`src/rtl/tsetlin_feedback_scheduler.sv`:
```
// rtl/tsetlin_feedback_scheduler.sv - Bank of Tsetlin automata sharing one round-robin arbitrated update datapath
module tsetlin_feedback_scheduler #(
    parameter int N_AUTOMATA = 4,
    parameter int STATE_BITS = 3
) (
    input  logic                  clk,
    input  logic                  rst_n,
    input  logic                  init_req,
    input  logic [N_AUTOMATA-1:0] req,
    input  logic [N_AUTOMATA-1:0] beta,
    output logic [N_AUTOMATA-1:0] grant,
    output logic [N_AUTOMATA-1:0] alpha,
    output logic                  ready
);
    localparam int N  = N_AUTOMATA;
    localparam int SB = STATE_BITS;
    localparam int PW = (N > 1) ? $clog2(N) : 1;

    localparam logic [0:0] ST_INIT = 1'b0;
    localparam logic [0:0] ST_RUN  = 1'b1;

    localparam logic [SB-1:0] S_INIT = {1'b0, {(SB-1){1'b1}}};
    localparam logic [SB-1:0] S_ONE  = SB'(1);
    localparam logic [SB-1:0] S_MIN  = '0;
    localparam logic [SB-1:0] S_MAX  = '1;

    logic [0:0]    fsm;
    logic [PW-1:0] idx;
    logic [PW-1:0] ptr;
    logic [SB-1:0] bank [N];

    logic [N-1:0]  elig;
    logic [N-1:0]  nxt_grant;
    logic [PW-1:0] nxt_ptr;
    logic          found;
    int            j;

    // MSB of the state is the action; saturation only happens deep inside each half
    function automatic logic [SB-1:0] next_state(input logic [SB-1:0] s, input logic b);
        logic [SB-1:0] r;
        if (b) begin
            if (!s[SB-1]) r = (s == S_MIN) ? S_MIN : s - S_ONE;
            else          r = (s == S_MAX) ? S_MAX : s + S_ONE;
        end else begin
            if (!s[SB-1]) r = s + S_ONE;
            else          r = s - S_ONE;
        end
        return r;
    endfunction

    assign ready = (fsm == ST_RUN);

    always_comb begin
        for (int i = 0; i < N; i++) begin
            alpha[i] = ready & bank[i][SB-1];
        end
    end

    // The automaton being updated right now is masked so it cannot win twice in a row
    always_comb begin
        elig      = req & ~grant;
        nxt_grant = '0;
        nxt_ptr   = ptr;
        found     = 1'b0;
        j         = 0;
        for (int k = 0; k < N; k++) begin
            j = int'(ptr) + k;
            if (j >= N) j = j - N;
            if (!found && elig[j]) begin
                found        = 1'b1;
                nxt_grant[j] = 1'b1;
                nxt_ptr      = (j == N - 1) ? '0 : PW'(j + 1);
            end
        end
    end

    always_ff @(posedge clk) begin
        if (!rst_n) begin
            fsm   <= ST_INIT;
            idx   <= '0;
            ptr   <= '0;
            grant <= '0;
        end else begin
            case (fsm)
                ST_INIT: begin
                    bank[idx] <= S_INIT;
                    grant     <= '0;
                    if (init_req) begin
                        idx <= '0;
                        ptr <= '0;
                    end else if (idx == PW'(N - 1)) begin
                        fsm <= ST_RUN;
                    end else begin
                        idx <= idx + PW'(1);
                    end
                end
                default: begin
                    for (int i = 0; i < N; i++) begin
                        if (grant[i]) bank[i] <= next_state(bank[i], beta[i]);
                    end
                    if (init_req) begin
                        fsm   <= ST_INIT;
                        idx   <= '0;
                        ptr   <= '0;
                        grant <= '0;
                    end else begin
                        grant <= nxt_grant;
                        ptr   <= nxt_ptr;
                    end
                end
            endcase
        end
    end
endmodule

```
`config.mk`:
```
export PLATFORM = sky130hd
export DESIGN_NAME = tsetlin_feedback_scheduler
export DESIGN_NICKNAME = d
export VERILOG_FILES = /design/src/rtl/tsetlin_feedback_scheduler.sv
export SDC_FILE = /design/constraint.sdc
export NUM_CORES = 1
export LEC_CHECK = 0
export CAP_MARGIN = 20
export CORE_MARGIN = 2
export CORE_UTILIZATION = 35
export DETAILED_ROUTE_END_ITERATION = 10
export DONT_BUFFER_PORTS = 1
export PLACE_DENSITY_LB_ADDON = 0.05
export SYNTH_ARGS = -nofsm -noshare
export SYNTH_HDL_FRONTEND = slang
export SYNTH_SLANG_ARGS = --single-unit
```
`constraint.sdc`:
```
create_clock -name clk -period 2.85 [get_ports clk]
set_clock_uncertainty 0.05 [all_clocks]
set_input_delay 0.7125 -clock clk [delete_from_list [all_inputs] [get_ports clk]]
set_output_delay 0.7125 -clock clk [all_outputs]
set_load 0.02 [all_outputs]
```
Word-level counts from Yosys, hierarchy flattened. Memory sizes are Yosys's and may differ from the RTL's. Cells that the tools add are included.

Word-level logic and storage cells: 182. Flip-flop bits (word level): 9. Input bits: 11. Memories kept: 1. Output and inout bits: 9. Memory bits (writable): 12.

Memory list: bank (words 4, width 3, read ports 4, clocked after memory_dff 0, write ports 4, RTL line 30) `logic [SB-1:0] bank [N];`.

Muxes and demuxes: 103. Magnitude comparators: 12. Bitwise logic cells: 11. $add $sub $neg: 20. Equality and inequality tests: 11. Reduce and logical (&&, ||, !) cells: 20.

Operators with widths (count): $eq A32 B3 Y1 const B (4); $ge A32 B1 Y1 const B (4); $lt A32 B4 Y1 const B (4); $mux W32 (4); $mux W3 (33); $mux W1 (39); $mux W2 (15); $mux W4 (4); $add A3 B1 Y3 const B (4); $eq A3 B3 Y1 const B (4); $logic_not A3 Y1 (4); $or A4 B4 Y4 (3); $sub A3 B1 Y3 const B (4); $sub A3 B3 Y4 const B (3); $ge A3 B3 Y1 const B (3); $add A2 B2 Y2 const B (4); $bmux W1 S2 (4); $demux W1 S2 (4); $logic_and A1 B1 Y1 (7); $add A2 B2 Y3 const B (2); $reduce_or A3 Y1 (2); $reduce_bool A5 Y1 (1); $and A1 B1 Y1 (4); $and A4 B4 Y4 (1); 11 further kinds (16).

Longest topological paths before layout.
Word-level depth: 17. Depth in mapped cells: 8. Depth with buffers taken out: 8.

Least setup slack after synthesis. OpenSTA, ideal clock, no wires.

Path type: reg-to-reg. From: reg ptr[0]. To: reg ptr[1]. Required time: 2.673 ns. Path buffers: 0. Setup time: 0.127 ns. Path slack: 0.488 ns. Cell stages (with the launch flop): 9. Clock period less this slack: 2.362 ns. Data arrival time: 2.185 ns. Cell sequence: dfxtp_1 > inv_1 > ha_1 > nor2b_1 > a22o_2 > a21boi_1 > a21o_1 > a2111oi_0 > o21ai_1.

Cells in the longest elaborated chain, start to end: 17. Elaborated cells on any way between the ends: 56. Those cells by class: add/sub (11); order compare (4); eq/ne (4); mux (29); reduce/logical (8).

RTL lines: from (decl) (RTL line 29) `logic [PW-1:0] ptr;`; from (signal assigned) (RTL line 108) `ptr <= nxt_ptr;`; branches (longest 17 deep; another with $sub A3 B3 Y4).

Parallel ways; which one is timed is not known. The select of a mux whose other input is x is not followed. A chain may end at the register's enable or synchronous reset.

Worst setup path in the final report.
From: reg ptr[1]. To: reg ptr[1].

Same word-level chain as after synthesis.

==> impl_results.md <==
- Clk network pwr share: 33.9%
- Crit start category: flop
- WS Path Type: flop to flop
- Max Root-Sink Buffers: 2
- Leakage power total: 0.8109 nW
- Cts bufs inserted: 3
- Initial antenna violation count: 0
- Maximum clock rate: 412.7 MHz
- Critical path capture point type: flop
- Finished layout cell area: 2012 um2
- Max-Cap Viols: 0
- Final GP Congestion: 0.9340
- Starting density of the core: 36.54%
- Placed Instances: 295
- #FFs+latches synth: 21
- Post-synth top area share: a little under a fifth
- Mapped cell area: 1878 um2
- Crit share post-route: 85.03%
- Peak supply drop: around 0.15 mV
- Fin. max-slew vios: 0
- Worst Tran Pin Value: 0.9867 ns
- Vias/cell: between 5 and 6
- Port-buffer cells: 0
- Initial drt markers: ~130
- Final Hold Viols: 0
- GRT Resource Usage Total: 14.69%
- Net Sw Frac: between 20% and 30%
- Dpl hpwl: 3391 um
- Final setup violation count: 0
- I/O Pins: 20
- CORE AREA: 5140 um2
- Avg Cell Area, Syn: 8.237 um2
- Synthesized instance count: ~230
- Synth-to-layout area growth: 7.129%
- Fill count: 557
- Clk pin slew, worst setup/hold paths: ~0.080 ns
- P_sw: about 0.14 mW
- Residual overflow from global routing: 0
- DRC viols: 0
- Post-synthesis adder-cell area fraction: 13.99%
- Compound-gate portion of the synthesized area: 20.92%
- ANT cells: 0
- Worst slack at placement: about 0.43 ns
- Cts repair resizes: 0
- RSZ-0062 raised after global routing: false
- Seq/Total Area, Yosys: 28.78%
- Vias in the first global route: 1559
- CTS sink count: 21
- FF/Latch Area: 540.5 um2
- Postcts setup bufs: 0
- Slew headroom: 34.13%
- Critical Path RT: between 2 and 3 ns
- Commonest cells in the netlist: 30 x a21oi_1, 21 x ha_1, 21 x nor2_1
- Largest family of logic cells by synthesized area: simple AND/OR/NAND/NOR gates
- Site Rows: 26
- Comb power frac: between 10% and 20%
- Status: complete, no violations
- Ys Warns: 0
- Clock latency on the worst-skew pair: ~0.26 ns
- Multi-input gate area: 1240 um2
- Count leader, synth: a21oi_1
- Cts hold-fix bufs: 0
- Hold Worst Slack: 0.5208 ns
- Die area: 5968 um2
- CP peak stage delay: approximately 0.48 ns
- Critical path's slowest cell: dfxtp_1
- Hold Path Class: flop to flop
- Routed wire length: 4478 um
- Net count reported at finish: 262
- DR vias: 1677
- H-tree levels: 1
- First-pass GRT wire length: approximately 7300 um
- Largest net degree at the start of global routing: 23
- Dominant synthesized flop cell: edfxtp_1
- Async SR Flop Fraction: 0%
- CTS Root Cell: clkbuf_8
- Die W: 77.25 um
- Final Critical Period: approximately 2.4 ns
- Post-Synth XOR/XNOR Area: 1.865%
- Simple-gate share of the synthesized area: between 20% and 30%
- P_int: ~0.45 mW
- Sequential Power Share: between 50% and 60%
- WL/cell: 14.98 um
- Worst path cell trace: inv_1, ha_1, nor2b_1, a22o_2, a21boi_1, a21o_1, a2111oi_0, o21ai_1
- Dpl cell area: 1966 um2
- Post-DRT Antenna Nets: 0
- Synth unique cells: 47
- CTS tree: yes
- Worst Path Arrival: ~2.5 ns
- Leading area contributor after synthesis: edfxtp_1
- Fin cells: 299
- Synthesized Nets: 260
- Layout cells sized above 1: 8.297%
- Synth area leaders: edfxtp_1 19%, ha_1 14%, dfxtp_1 9.6%
- DR pass1 iterations: 5
- Multiplexer area fraction after synthesis: 1.732%
- PD cells: approximately 290 nW/um2
- DIE HEIGHT: 77.25 um
- Fin worst setup slack: 0.4267 ns
- CP max FO: 7
- Post-route setup TNS: 0 ns
- Post-synth EDFFs: 12
## layer usage
layer  track usage (%)  share of wire (%)
met5                 0                  0
met4             2.679               0.76
met3             2.588                6.1
met2             24.52                 46
met1             20.01                 47
## kinds of logic after synthesis
kind of cell             Yosys count
multiplexers                       2
XOR/XNOR                           4
buffers and inverters             25
AO/OA/AOI/OAI                     63
AND/OR/NAND/NOR                   92
flip-flops                        21
adder cells (fa/ha/maj)           21
## cells in the final DEF (no fill, tap or decap), drive strengths merged, types with 2 or more instances in the layout
cell type / count
a21oi: 30
nand2b: 7
nor4: 4
edfxtp: 12
nand3: 9
ha: 21
o22ai: 5
a211oi: 3
nor3: 4
clkbuf: 3
and2: 6
o21ai: 9
dfxtp: 9
a22o: 2
inv: 18
xnor2: 4
nor2: 21
a221oi: 2
or3: 2
a222oi: 4
buf: 4
nand2: 18
and2b: 3
nor3b: 3
nor2b: 9
## worst paths after layout
kind / start / to / slack [ns] / cells after the start
setup reg to reg: ptr[1]$_SDFFE_PN0P_ / ptr[1]$_SDFFE_PN0P_ / 0.43 / 8
hold reg to reg: idx[1]$_SDFFE_PN0P_ / idx[1]$_SDFFE_PN0P_ / 0.52 / 2
hold / removal: idx[1]$_SDFFE_PN0P_ / idx[1]$_SDFFE_PN0P_ / 0.52 / 2
setup / recovery: ptr[1]$_SDFFE_PN0P_ / ptr[1]$_SDFFE_PN0P_ / 0.43 / 8
## critical path: cells and delay by family, from the launching register on
kind	cells	cell delay, ns
fa+ha+maj	1	0.36
compound gates	5	1.15
buf+inv	1	0.10
simple gates	1	0.18
flops	1	0.48
## stage by stage
| step | util (%) | power (mW) |
|---|---|---|
| after CTS | 39.14 | 0.5964 |
| after floorplan | - | 0.3868 |
| after global placement | 38.24 | 0.3953 |
| after global routing | 39.14 | 0.6134 |
| after detailed placement | 38.24 | 0.3959 |
| final | 39.14 | 0.5898 |
## final cells by class
type | instances | share of cell area (%)
multi-input combinational | 182 | 61.63
sequential | 21 | 26.87
tap | 70 | 4.353
inverter | 18 | 3.358
clock buffer | 3 | 2.052
timing repair buffer | 4 | 1.493
clock inverter | 1 | 0.2488
## power groups by stage
stage,registers (mW),clock network [mW],logic (mW)
6_report,0.327,0.200,0.0633
5_1_grt,0.327,0.216,0.0703
4_1_cts,0.327,0.207,0.0628
3_5_place_dp,0.334,0,0.0622
3_3_place_gp,0.333,0,0.0620
2_1_floorplan,0.330,0,0.0564
## flip-flops by register name, summed over array words and instances, names as in the netlist
name / cells
idx: 2
grant: 4
ptr: 2
bank: 12
ready: 1
Note: power is estimated with default switching activity, not from simulation.
